--- src/rtl/piso_serializer.sv ---
// piso_serializer: parallel-in / serial-out stage behind a WIDTH-bit register.
// A word is accepted over a valid/ready load handshake and sent one bit per
// cycle over a valid/ready serial link, with ser_last on the final beat.
// Back-to-back frames are supported with no idle beat between them.
// Optional feature: define PISO_PARITY_EN to append one even-parity beat
// (XOR of the captured word) to every frame; ser_last then marks that beat.
module piso_serializer #(
  parameter int unsigned WIDTH     = 4,  // legal range 2..32
  parameter int unsigned MSB_FIRST = 1   // 1: bit WIDTH-1 first, 0: bit 0 first
) (
  input  logic             clk,
  input  logic             rst,
  input  logic [WIDTH-1:0] data_in,
  input  logic             load_valid,
  output logic             load_ready,
  output logic             ser_out,
  output logic             ser_valid,
  output logic             ser_last,
  input  logic             ser_ready,
  output logic             busy
);

  localparam int unsigned      CNT_W    = $clog2(WIDTH);
  localparam logic [CNT_W-1:0] CNT_LAST = CNT_W'(WIDTH - 1);
  localparam logic [CNT_W-1:0] CNT_ONE  = CNT_W'(1);

  typedef enum logic [1:0] {
    IDLE   = 2'd0,
    SHIFT  = 2'd1,
    PARITY = 2'd2
  } state_t;

  state_t           state_q;
  logic [WIDTH-1:0] shift_q;     // bits still to be sent after the current one
  logic [CNT_W-1:0] cnt_q;       // index of the data beat currently presented
  logic             ser_out_q;
  logic             ser_valid_q;
  logic             ser_last_q;
  logic             busy_q;
`ifdef PISO_PARITY_EN
  logic             parity_q;    // even parity of the captured word
`endif

  logic             beat_fire;
  logic             load_fire;
  logic             frame_end;
  logic             last_data;
  logic             first_bit_d;
  logic [WIDTH-1:0] load_rest_d;
  logic             next_bit_d;
  logic [WIDTH-1:0] shift_adv_d;
  logic [CNT_W-1:0] cnt_inc_d;

  // Transfer qualifiers, bit-order selection and the load_ready handshake.
  // load_ready must be combinational: it depends on ser_ready in the same
  // cycle so a new word can be taken on the edge that retires the last beat.
  always_comb begin
    beat_fire   = ser_valid_q && ser_ready;
    last_data   = (cnt_q == CNT_LAST);
    cnt_inc_d   = cnt_q + CNT_ONE;
`ifdef PISO_PARITY_EN
    frame_end   = (state_q == PARITY);
`else
    frame_end   = (state_q == SHIFT) && ser_last_q;
`endif
    load_ready  = !rst && ((state_q == IDLE) || (frame_end && ser_ready));
    load_fire   = load_valid && load_ready;
    if (MSB_FIRST != 0) begin
      first_bit_d = data_in[WIDTH-1];
      load_rest_d = data_in << 1;
      next_bit_d  = shift_q[WIDTH-1];
      shift_adv_d = shift_q << 1;
    end else begin
      first_bit_d = data_in[0];
      load_rest_d = data_in >> 1;
      next_bit_d  = shift_q[0];
      shift_adv_d = shift_q >> 1;
    end
  end

  // Serializer FSM with registered serial-side outputs.
  // NOTE: sequential state uses non-blocking assignments so every register
  // samples the pre-edge values; rst is tested first so it overrides any
  // load or beat transfer on the same edge.
  always_ff @(posedge clk) begin
    if (rst) begin
      state_q     <= IDLE;
      shift_q     <= '0;
      cnt_q       <= '0;
      ser_out_q   <= 1'b0;
      ser_valid_q <= 1'b0;
      ser_last_q  <= 1'b0;
      busy_q      <= 1'b0;
`ifdef PISO_PARITY_EN
      parity_q    <= 1'b0;
`endif
    end else if (load_fire) begin
      // New word: present its first bit next cycle (also covers back-to-back).
      state_q     <= SHIFT;
      shift_q     <= load_rest_d;
      cnt_q       <= '0;
      ser_out_q   <= first_bit_d;
      ser_valid_q <= 1'b1;
      ser_last_q  <= 1'b0;
      busy_q      <= 1'b1;
`ifdef PISO_PARITY_EN
      parity_q    <= ^data_in;
`endif
    end else if (beat_fire) begin
      case (state_q)
        SHIFT: begin
          if (!last_data) begin
            cnt_q      <= cnt_inc_d;
            ser_out_q  <= next_bit_d;
            shift_q    <= shift_adv_d;
`ifdef PISO_PARITY_EN
            ser_last_q <= 1'b0;
`else
            ser_last_q <= (cnt_inc_d == CNT_LAST);
`endif
          end else begin
`ifdef PISO_PARITY_EN
            state_q    <= PARITY;
            ser_out_q  <= parity_q;
            ser_last_q <= 1'b1;
`else
            state_q     <= IDLE;
            ser_out_q   <= 1'b0;
            ser_valid_q <= 1'b0;
            ser_last_q  <= 1'b0;
            busy_q      <= 1'b0;
`endif
          end
        end
`ifdef PISO_PARITY_EN
        PARITY: begin
          state_q     <= IDLE;
          ser_out_q   <= 1'b0;
          ser_valid_q <= 1'b0;
          ser_last_q  <= 1'b0;
          busy_q      <= 1'b0;
        end
`endif
        default: begin
          state_q <= state_q;
        end
      endcase
    end
  end

  assign ser_out   = ser_out_q;
  assign ser_valid = ser_valid_q;
  assign ser_last  = ser_last_q;
  assign busy      = busy_q;

endmodule

--- config.mk ---
export PLATFORM = sky130hd
export DESIGN_NAME = piso_serializer
export DESIGN_NICKNAME = d
export VERILOG_FILES = /design/src/rtl/piso_serializer.sv
export SDC_FILE = /design/constraint.sdc
export NUM_CORES = 1
export LEC_CHECK = 0
export ABC_AREA = 0
export CORE_AREA = 8 8 45 47
export DETAILED_ROUTE_END_ITERATION = 16
export DIE_AREA = 0 0 53 55
export PLACE_DENSITY = 0.59
export SYNTH_ARGS = -nofsm -noshare
export SYNTH_HDL_FRONTEND = slang
export SYNTH_SLANG_ARGS = --single-unit
--- constraint.sdc ---
create_clock -name clk -period 1.9 [get_ports clk]
set_clock_uncertainty 0.1 [all_clocks]
set_input_delay 0.38 -clock clk [delete_from_list [all_inputs] [get_ports clk]]
set_output_delay 0.38 -clock clk [all_outputs]
set_load 0.05 [all_outputs]
==> results.md, run 1 <==
- From left edge to right edge, the die measures 53 µm.
- In the final design database the tool counted 78 nets.
- The power density over the cells is 733 nW/µm².
- On the critical path, the stage with the largest delay is an instance of sky130_fd_sc_hd__clkdlybuf4s50_1.
- STA classifies the critical path endpoint as a primary output.
- After legalization and detailed placement, the total HPWL measured 835 µm.
- The top routing layer in use is met4.
- The post-detailed-route wirelength per cell is 13.0 µm.
- For the finished layout, the period the worst path requires is 1770 ps.
- The tree built by TritonCTS fans out to 8 sinks.
- The iteration count of the initial detailed-routing pass is 4.
- The floorplan has 14 rows.
- In this run the static leakage power is 0.000255 µW.
- The clock tree from TritonCTS is built.
- The number of maximum-capacitance violations is 0.
- Of the total power, combinational logic draws 0.310.
- The clock network fraction of total power is 0.284.
- The mapped netlist covers 452 µm².
- In this run the remaining antenna-violating nets after routing total 0.
- The repair_antennas step left the layout with diodes totalling 0.
- Setup violations remaining at the end of the flow were counted as 0.
- The combined global-route utilization of all metal layers is 0.0842.
- Of the synthesized area, sequential elements account for 0.355.
- With fillers left out, the area of the finished cells amounts to 644 µm².
- The count of state elements after synthesis is 8.
- The flow ran to the end, and the final reports show no timing, DRC or antenna violations.
- At the worst endpoint, the required time is 1420 ps.
- The number of remaining DRC errors is 0.
- In this run the worst hold path is classified as reg -> reg.
- The master cell of the clock root buffer is sky130_fd_sc_hd__clkbuf_4.
- The starting density of the core is 0.326.
- The net switching share of the total power is 0.315.
- The share of total power dissipated in sequential elements is 0.406.
- The standard cell area after detailed placement is 622 µm².
- The worst IR drop on VDD is 378 µV.
- The final-report hold violation count was 0.
- After detailed routing, the met2 layer carries 499 µm of wire.
- The gate count after technology mapping is 49.
- The number of top-level pins is 13.
- The part of the cycle the worst path needs is 0.934.
- The final max-slew violation count is 0.
- The actual slew at the worst max-slew pin is 277 ps.
- The finished layout holds 82 standard cells, fillers aside.
- In this run the standard cell core region covers 1380 µm².
- The final layout contains routed wiring with a total length of 1.06 mm.
- The number of antenna violations at the first check in global routing is 0.
- In this run the number of H-tree levels came out at 1.
- The total overflow left after global routing is 0.
- The clock transition at the registers of the reported paths is 60 ps.
- Routability-driven placement finished with a final weighted congestion of 0.724.
- Data on the critical path arrives at its endpoint at 1290 ps.
- The first global-routing pass estimated 1.75 mm of wire.
- The total via count after detailed routing is 399.
- Counting flops with a built-in enable in the synthesized netlist gives 0.
- The number of cells on the worst reg-to-reg path is 4.
- The number of distinct library cells after synthesis is 28.
- STA classifies the critical path startpoint as an input pin.
- The via count of the first global-routing pass came to 390.
- The count of buffering cells on the critical path with inverters included is 2.
- Counting instances, the worst hold path has a depth of 2.
- The met1 layer wirelength in the final routing is 482 µm.
- Dividing the detail-routed via count by the number of cells gives 4.87.
- The upper clock frequency limit is 0.564 GHz.
- Entering global routing, the biggest net connects 9 pins.
- Wire segments on met3 add up to 61 µm in the final route.
- The signed area change from the synthesized netlist to the final layout is 42.7%.
- The number of gates resized after CTS is 0.
- The post-synth net total is 59.
- The relative slew slack is 0.815.
- The worst setup path is of the in -> out kind.
- The number of cells after detailed placement is 79.
- For this run, the slowest stage of the critical path takes 540 ps.
- The internal power of the cells totals 324 µW.
- The signal on the critical path passes through clkdlybuf4s50_1 -> a21boi_2 -> nor2_2 -> buf_12.
- Of all nets on the critical path, the largest fanout is 4.
- For this run, the number of Yosys warnings is 0.
- The filler cells instantiated in the layout total 127.
- Counting along the longest clock path gives a buffer depth of 2.
- The critical path's top delay family is buffers and inverters.
- Setup repair after global routing left no endpoint under its margin.
- The critical path runs through a total of 4 cells.
- The count of hold buffers inserted by post-cts repair is 0.
- From bottom edge to top edge, the die measures 55 µm.
- The post-CTS setup buffer count is 0.
- The switching power is 149 µW.
- In the synthesized netlist the dominant register cell turns out to be sky130_fd_sc_hd__dfxtp_1.
- A synthesized cell averages 9.22 µm².
- The number of clock buffers added by TritonCTS is 3.
- In this run the tool buffered the top-level ports with 12 buffer cells.
- The share of flip-flops with an asynchronous set or reset is 0.
- After the first detailed-routing iteration, the DRC count stood at 3.
- The clock insertion delay at the later pin of the skew report is 260 ps.
- The die covers 2920 µm².
- The final-layout setup total negative slack is 0 ps.
- In the final layout, the share of cells above drive strength 1 is 0.303.
-- power by group through the flow --
| stage | Clock (µW) | Sequential, µW | Combinational [µW] |
|---|---|---|---|
| 2_1_floorplan | 0 | 209 | 72.3 |
| 3_3_place_gp | 0 | 195 | 147 |
| 3_5_place_dp | 0 | 195 | 148 |
| 4_1_cts | 143 | 191 | 148 |
| 5_1_grt | 150 | 193 | 158 |
| 6_report | 134 | 192 | 146 |
-- worst reg2reg max path, stage by stage (launching register included) --
cell and delay [ps]:
sky130_fd_sc_hd__dfxtp_1 330, sky130_fd_sc_hd__ha_1 250, sky130_fd_sc_hd__and3b_1 390, sky130_fd_sc_hd__nor2_2 60, sky130_fd_sc_hd__a2111oi_2 320
-- sequential cells by signal, indices dropped and copies added (netlist names) --
signal	count
ser_last	1
busy	1
cnt_q	2
ser_out	1
shift_q	3
-- final timing paths --
| check | start | end | slack (ps) |
|---|---|---|---|
| max | ser_ready | load_ready | 130 |
| min | shift_q[1]$_SDFFE_PP0P_ | shift_q[1]$_SDFFE_PP0P_ | 380 |
| max reg2reg | cnt_q[0]$_SDFFE_PP0P_ | cnt_q[1]$_SDFFE_PP0P_ | 350 |
| min reg2reg | shift_q[1]$_SDFFE_PP0P_ | shift_q[1]$_SDFFE_PP0P_ | 380 |
-- kinds of logic (layout without fill, tap and decap cells) --
kind of cell               after synthesis  count (layout)  share of synthesized area
and+or+nand+nor                         22              22                      0.283
adders and majority gates                2               2                     0.0554
muxes                                    2               2                     0.0443
AOI/OAI and AO/OA                       10              10                      0.186
buffers and inverters                    4              21                     0.0582
DFF                                      8               8                      0.355
xor gates and xnor gates                 1               1                     0.0194
-- metrics by stage --
| stage | util | hold WS [ps] | power (µW) | worst slack [ps] |
|---|---|---|---|---|
| after global placement | 0.449 | 377 | 342 | 81.3 |
| after floorplan | - | 357 | 281 | 112 |
| after CTS | 0.466 | 381 | 483 | 121 |
| after detailed placement | 0.449 | 372 | 343 | 35.0 |
| after global routing | 0.466 | 406 | 501 | 76.5 |
| final | 0.466 | 377 | 472 | 126 |
-- routing by layer --
layer  global-route usage  vias up
li1                     -      212
met1               0.0854      176
met2                0.139        6
met3               0.0481        5
met4               0.0388        0
met5                    0        -
-- cells in the final DEF, fill, tap and decap left out, types with 3 or more instances in the layout --
cell type / n
sky130_fd_sc_hd__clkdlybuf4s50_1: 7
sky130_fd_sc_hd__dfxtp_1: 8
sky130_fd_sc_hd__nand2_1: 5
sky130_fd_sc_hd__buf_4: 8
sky130_fd_sc_hd__nor3_1: 4
sky130_fd_sc_hd__clkbuf_4: 3
-- layout make-up --
type                    instances  area, µm²  area share
multi-input cells              37        268       0.416
inverters                       1       3.75     0.00583
repair buffers                 17        170       0.264
flip-flops and latches          8        160       0.249
clock buffers                   3       22.5      0.0350
well taps                      16       20.0      0.0311
-- Yosys cell counts (2+ instances only) --
cell,instances,area share
sky130_fd_sc_hd__a211oi_1,2,0.033
sky130_fd_sc_hd__a21oi_1,2,0.022
sky130_fd_sc_hd__dfxtp_1,8,0.35
sky130_fd_sc_hd__ha_1,2,0.055
sky130_fd_sc_hd__mux2i_1,2,0.044
sky130_fd_sc_hd__nand2_1,5,0.042
sky130_fd_sc_hd__nand2b_1,2,0.028
sky130_fd_sc_hd__nand3b_1,2,0.033
sky130_fd_sc_hd__nor2_1,2,0.017
sky130_fd_sc_hd__nor3_1,4,0.044
Power figures use the tool's default switching activity.
==> run 2: changes to the inputs <==
Settings changed: ABC_AREA 0 to 1, PLACE_DENSITY 0.59 to 0.58.
==> run 2 against run 1 <==
Via count is 7.8% higher. Clock-buffer cell count stayed put. Critical path type unchanged. Cell count is 13% higher. Routed wire length is 6.1% lower. Register-to-register slack better by 310 ps. Sequential power is 3% lower.
==> results.md, run 2 <==
- The part of the cycle the worst path needs is 0.918 (was 0.934).
- The terminating pin of the worst hold path is shift_q[3]$_SDFFE_PP0P_ (was shift_q[1]$_SDFFE_PP0P_).
- The largest register by flop count is shift_q (unchanged).
- The clock network fraction of total power came to 0.302 (was 0.284).
- The worst-case reg-to-reg path depth is 7 (was 4).
- The internal reg-to-reg setup slack was 660 ps (was 350 ps).
- The final max-slew violation count is 0 (unchanged).
- The count of hold buffers inserted by post-cts repair was 0 (unchanged).
- The final-report hold violation count is 0 (unchanged).
- The count of state elements after synthesis came to 8 (unchanged).
- The final critical delay including setup and external delays came to 1740 ps (was 1770 ps).
- Commonest cells after routing, fill and taps aside: sky130_fd_sc_hd__nand2_1, sky130_fd_sc_hd__dfxtp_1, sky130_fd_sc_hd__clkdlybuf4s50_1, sky130_fd_sc_hd__buf_4, sky130_fd_sc_hd__inv_1 (was sky130_fd_sc_hd__dfxtp_1, sky130_fd_sc_hd__buf_4, sky130_fd_sc_hd__clkdlybuf4s50_1).
- The data arrival time of the critical path is 1260 ps (was 1290 ps).
- The total number of placement rows came to 14 (unchanged).
- The starting density of the core is 0.312 (was 0.326).
- The primary flip-flop cell chosen by synthesis mapping is sky130_fd_sc_hd__dfxtp_1 (unchanged).
- The post-synth net total is 70 (was 59).
- The power density over the cells is 729 nW/µm² (was 733 nW/µm²).
- The number of inserted diodes is 0 (unchanged).
- The die extent in x is 53 µm (unchanged).
- The core box area is 1380 µm² (unchanged).
- The signed area change from the synthesized netlist to the final layout came to 41.2% (was 42.7%).
- The clock sink count is 8 (unchanged).
- The final instance area was 609 µm² (was 644 µm²).
- The worst endpoint required time is 1420 ps (about the same).
- The port buffer count is 12 (unchanged).
- The critical path class is in -> out (unchanged).
- The reported leakage power is 0.000291 µW (was 0.000255 µW).
- The standard cell area after detailed placement is 587 µm² (was 622 µm²).
- The worst IR drop on VDD came to 364 µV (was 378 µV).
- The wire length after detailed routing was 999 µm (was 1.06 mm).
- The final-layout setup total negative slack is 0 ps (unchanged).
- The post-synthesis xor/xnor area fraction came to 0 (was 0.0194).
- The die outline area is 2920 µm² (unchanged).
- The dominant cell type by area after synthesis is sky130_fd_sc_hd__dfxtp_1 (unchanged).
- The number of antenna violations at the first check in global routing was 0 (unchanged).
- The source of the worst register-to-register timing path is busy$_SDFFE_PP0P_ (was cnt_q[0]$_SDFFE_PP0P_).
- The total via count after detailed routing came to 430 (was 399).
- Run status: complete, no violations (unchanged).
- The cell area after synthesis came to 432 µm² (was 452 µm²).
- The synthesized area per cell is 7.19 µm² (was 9.22 µm²).
- The combined global-route utilization of all metal layers is 0.0733 (was 0.0842).
- The H-tree depth is 1 (unchanged).
- The number of endpoints failing setup at the final stage came to 0 (unchanged).
- Synth cell count leaders: sky130_fd_sc_hd__nand2_1, sky130_fd_sc_hd__dfxtp_1, sky130_fd_sc_hd__inv_1, sky130_fd_sc_hd__nand3_1, sky130_fd_sc_hd__nor2_1 (was sky130_fd_sc_hd__dfxtp_1, sky130_fd_sc_hd__nand2_1, sky130_fd_sc_hd__nor3_1).
- The maximum number of pins on one net before global-route repair is 9 (unchanged).
- The global-route wire length before repair came to 1.56 mm (was 1.75 mm).
- The number of gates resized after CTS came to 0 (unchanged).
- The clock insertion delay at the later pin of the skew report is 250 ps (was 260 ps).
- The actual slew at the worst max-slew pin is 242 ps (was 277 ps).
- The proportion of layout cells with a drive suffix above 1 was 0.247 (was 0.303).
- The worst min-delay path startpoint is shift_q[3]$_SDFFE_PP0P_ (was shift_q[1]$_SDFFE_PP0P_).
- Registers with the most flip-flops: shift_q: 3 flops, cnt_q: 2 flops (unchanged).
- The dominant cell by count in the synthesized netlist is sky130_fd_sc_hd__nand2_1 (was sky130_fd_sc_hd__dfxtp_1).
- Unrepaired setup endpoints after global routing: no (unchanged).
- The area share of the leading cell type in the synthesized netlist was 0.371 (was 0.355).
- The portion of total power attributed to sequential cells came to 0.421 (was 0.406).
- The cell-internal power is 301 µW (was 324 µW).
- The clock transition at the registers of the reported paths is 60 ps (about the same).
- The gate count after technology mapping is 60 (was 49).
- The type of the worst min-delay path was reg -> reg (unchanged).
- The portion of the post-synthesis area used by sequential elements is 0.371 (was 0.355).
- The launching element type of the critical path is an input pin (unchanged).
- The layout filler cell count came to 148 (was 127).
- The die span in y is 55 µm (unchanged).
- The weighted congestion reported at the end of routability-driven placement came to 0.760 (was 0.724).
- The clock tree buffer depth is 2 (unchanged).
- The upper clock frequency limit is 0.573 GHz (was 0.564 GHz).
- The main combinational cell family by area after synthesis was simple AND/OR/NAND/NOR gates (unchanged).
- The remaining number of nets flagged by the antenna check after routing is 0 (unchanged).
- The number of remaining DRC errors is 0 (unchanged).
- The number of flip-flops under the largest register name is 3 (unchanged).
- The clock tree from TritonCTS is built (unchanged).
- The detailed-route vias per instance is 4.62 (was 4.87).
- The number of distinct library cells after synthesis is 18 (was 28).
- The via count of the first global-routing pass was 402 (was 390).
- The library cell used most frequently in the layout, excluding fill and tap cells, is sky130_fd_sc_hd__nand2_1.
- The post-detailed-route wirelength per cell is 10.7 µm (was 13.0 µm).
- The simple-gate share of the synthesized area is 0.374 (was 0.283).
- The cell count of the worst hold path is 2 (unchanged).
- The number of top-level pins is 13 (unchanged).
- The number of maximum-capacitance violations was 0 (unchanged).
- The total grt overflow is 0 (unchanged).
- The endpoint of the most critical register-to-register path is cnt_q[0]$_SDFFE_PP0P_ (was cnt_q[1]$_SDFFE_PP0P_).
- The multiplexer share of the synthesized area is 0 (was 0.0443).
- The number of synthesized flops with an enable pin is 0 (unchanged).
- The total CTS buffers came to 3 (unchanged).
- The Yosys warning count is 0 (unchanged).
- The area share of fa/ha/maj cells after synthesis is 0.0580 (was 0.0554).
- The first-iteration detailed-routing DRC count is 12 (was 3).
- The post-CTS setup buffer count is 0 (unchanged).
- The iteration count of the initial detailed-routing pass is 4 (unchanged).
- The relative slew slack is 0.839 (was 0.815).
- The largest fanout of any net on the critical path came to 2 (was 4).
- The area fraction in compound gates after synthesis is 0.0957 (was 0.186).
- Synth area leaders: sky130_fd_sc_hd__dfxtp_1, sky130_fd_sc_hd__nand2_1, sky130_fd_sc_hd__ha_1 (was sky130_fd_sc_hd__dfxtp_1, sky130_fd_sc_hd__ha_1, sky130_fd_sc_hd__mux2i_1).
- The number of nets at the end of the flow is 89 (was 78).
- The share of power burned in combinational logic is 0.277 (was 0.310).
- The master cell of the clock root buffer is sky130_fd_sc_hd__clkbuf_4 (unchanged).
- The share of flip-flops with an asynchronous set or reset is 0 (unchanged).
- The net switching share of the total power was 0.322 (was 0.315).
- The capturing element type of the critical path is a primary output (unchanged).
- The switching power came to 143 µW (was 149 µW).
- The HPWL after detailed placement is 774 µm (was 835 µm).
==> run 2: stage by stage <==
stage          total power (µW)  worst slack [ps]  hold WS (ps)  utilization  std cells
2_1_floorplan               263               181           342            -         60
3_3_place_gp                314               155           372        0.424         90
3_5_place_dp                315               148           374        0.424         90
4_1_cts                     448               145           381        0.440         93
5_1_grt                     465              80.1           404        0.440         93
6_report                    444               156           381        0.440         93
==> run 2: cell families (layout without fill, tap and decap cells) <==
family,Yosys count,in the layout
simple gates,33,33
buf+inv,10,27
flops,8,8
compound gates,7,7
fa+ha+maj,2,2
==> run 2: power groups by stage <==
stage,clock (µW),combinational (µW),sequential (µW)
6_report,134,123,187
4_1_cts,136,125,187
3_3_place_gp,0,124,190
5_1_grt,142,134,189
2_1_floorplan,0,59.7,204
3_5_place_dp,0,124,191
==> run 2: worst max-delay path, stage by stage <==
cell and delay (ps):
sky130_fd_sc_hd__clkdlybuf4s50_1 480, sky130_fd_sc_hd__nand2_1 70, sky130_fd_sc_hd__nand2_2 70, sky130_fd_sc_hd__nand2_1 50, sky130_fd_sc_hd__inv_1 90, sky130_fd_sc_hd__buf_12 140
==> run 2: worst max-delay path by stage <==
stage	start	end	slack (ps)
4_1_cts	ser_ready	load_ready	140
3_5_place_dp	ser_ready	load_ready	150
3_3_place_gp	ser_ready	load_ready	160
5_1_grt	ser_ready	load_ready	80
6_report	ser_ready	load_ready	160
2_1_floorplan	ser_last$_SDFFE_PP0P_	load_ready	180
==> run 2: final cells by class <==
type / count / area [µm²] / area share
clock buffer: 3 / 22.5 / 0.0370
inverter: 9 / 36.3 / 0.0595
multi-input combinational: 42 / 228 / 0.374
sequential: 8 / 160 / 0.263
tap: 16 / 20.0 / 0.0329
timing repair buffer: 15 / 143 / 0.234
==> run 2: metal layers <==
layer / part of all wire / GRT usage / up-vias
li1: - / - / 227
met2: 0.46 / 0.105 / 12
met5: 0 / 0 / -
met4: 0.019 / 0.0776 / 0
met3: 0.075 / 0.0134 / 2
met1: 0.45 / 0.0868 / 189
==> run 3: changes to the inputs <==
Settings changed: CTS_CLUSTER_SIZE from default to 25.
==> results of run 3 <==
No change in the layout: final DEF, timing and power equal those of run 2.
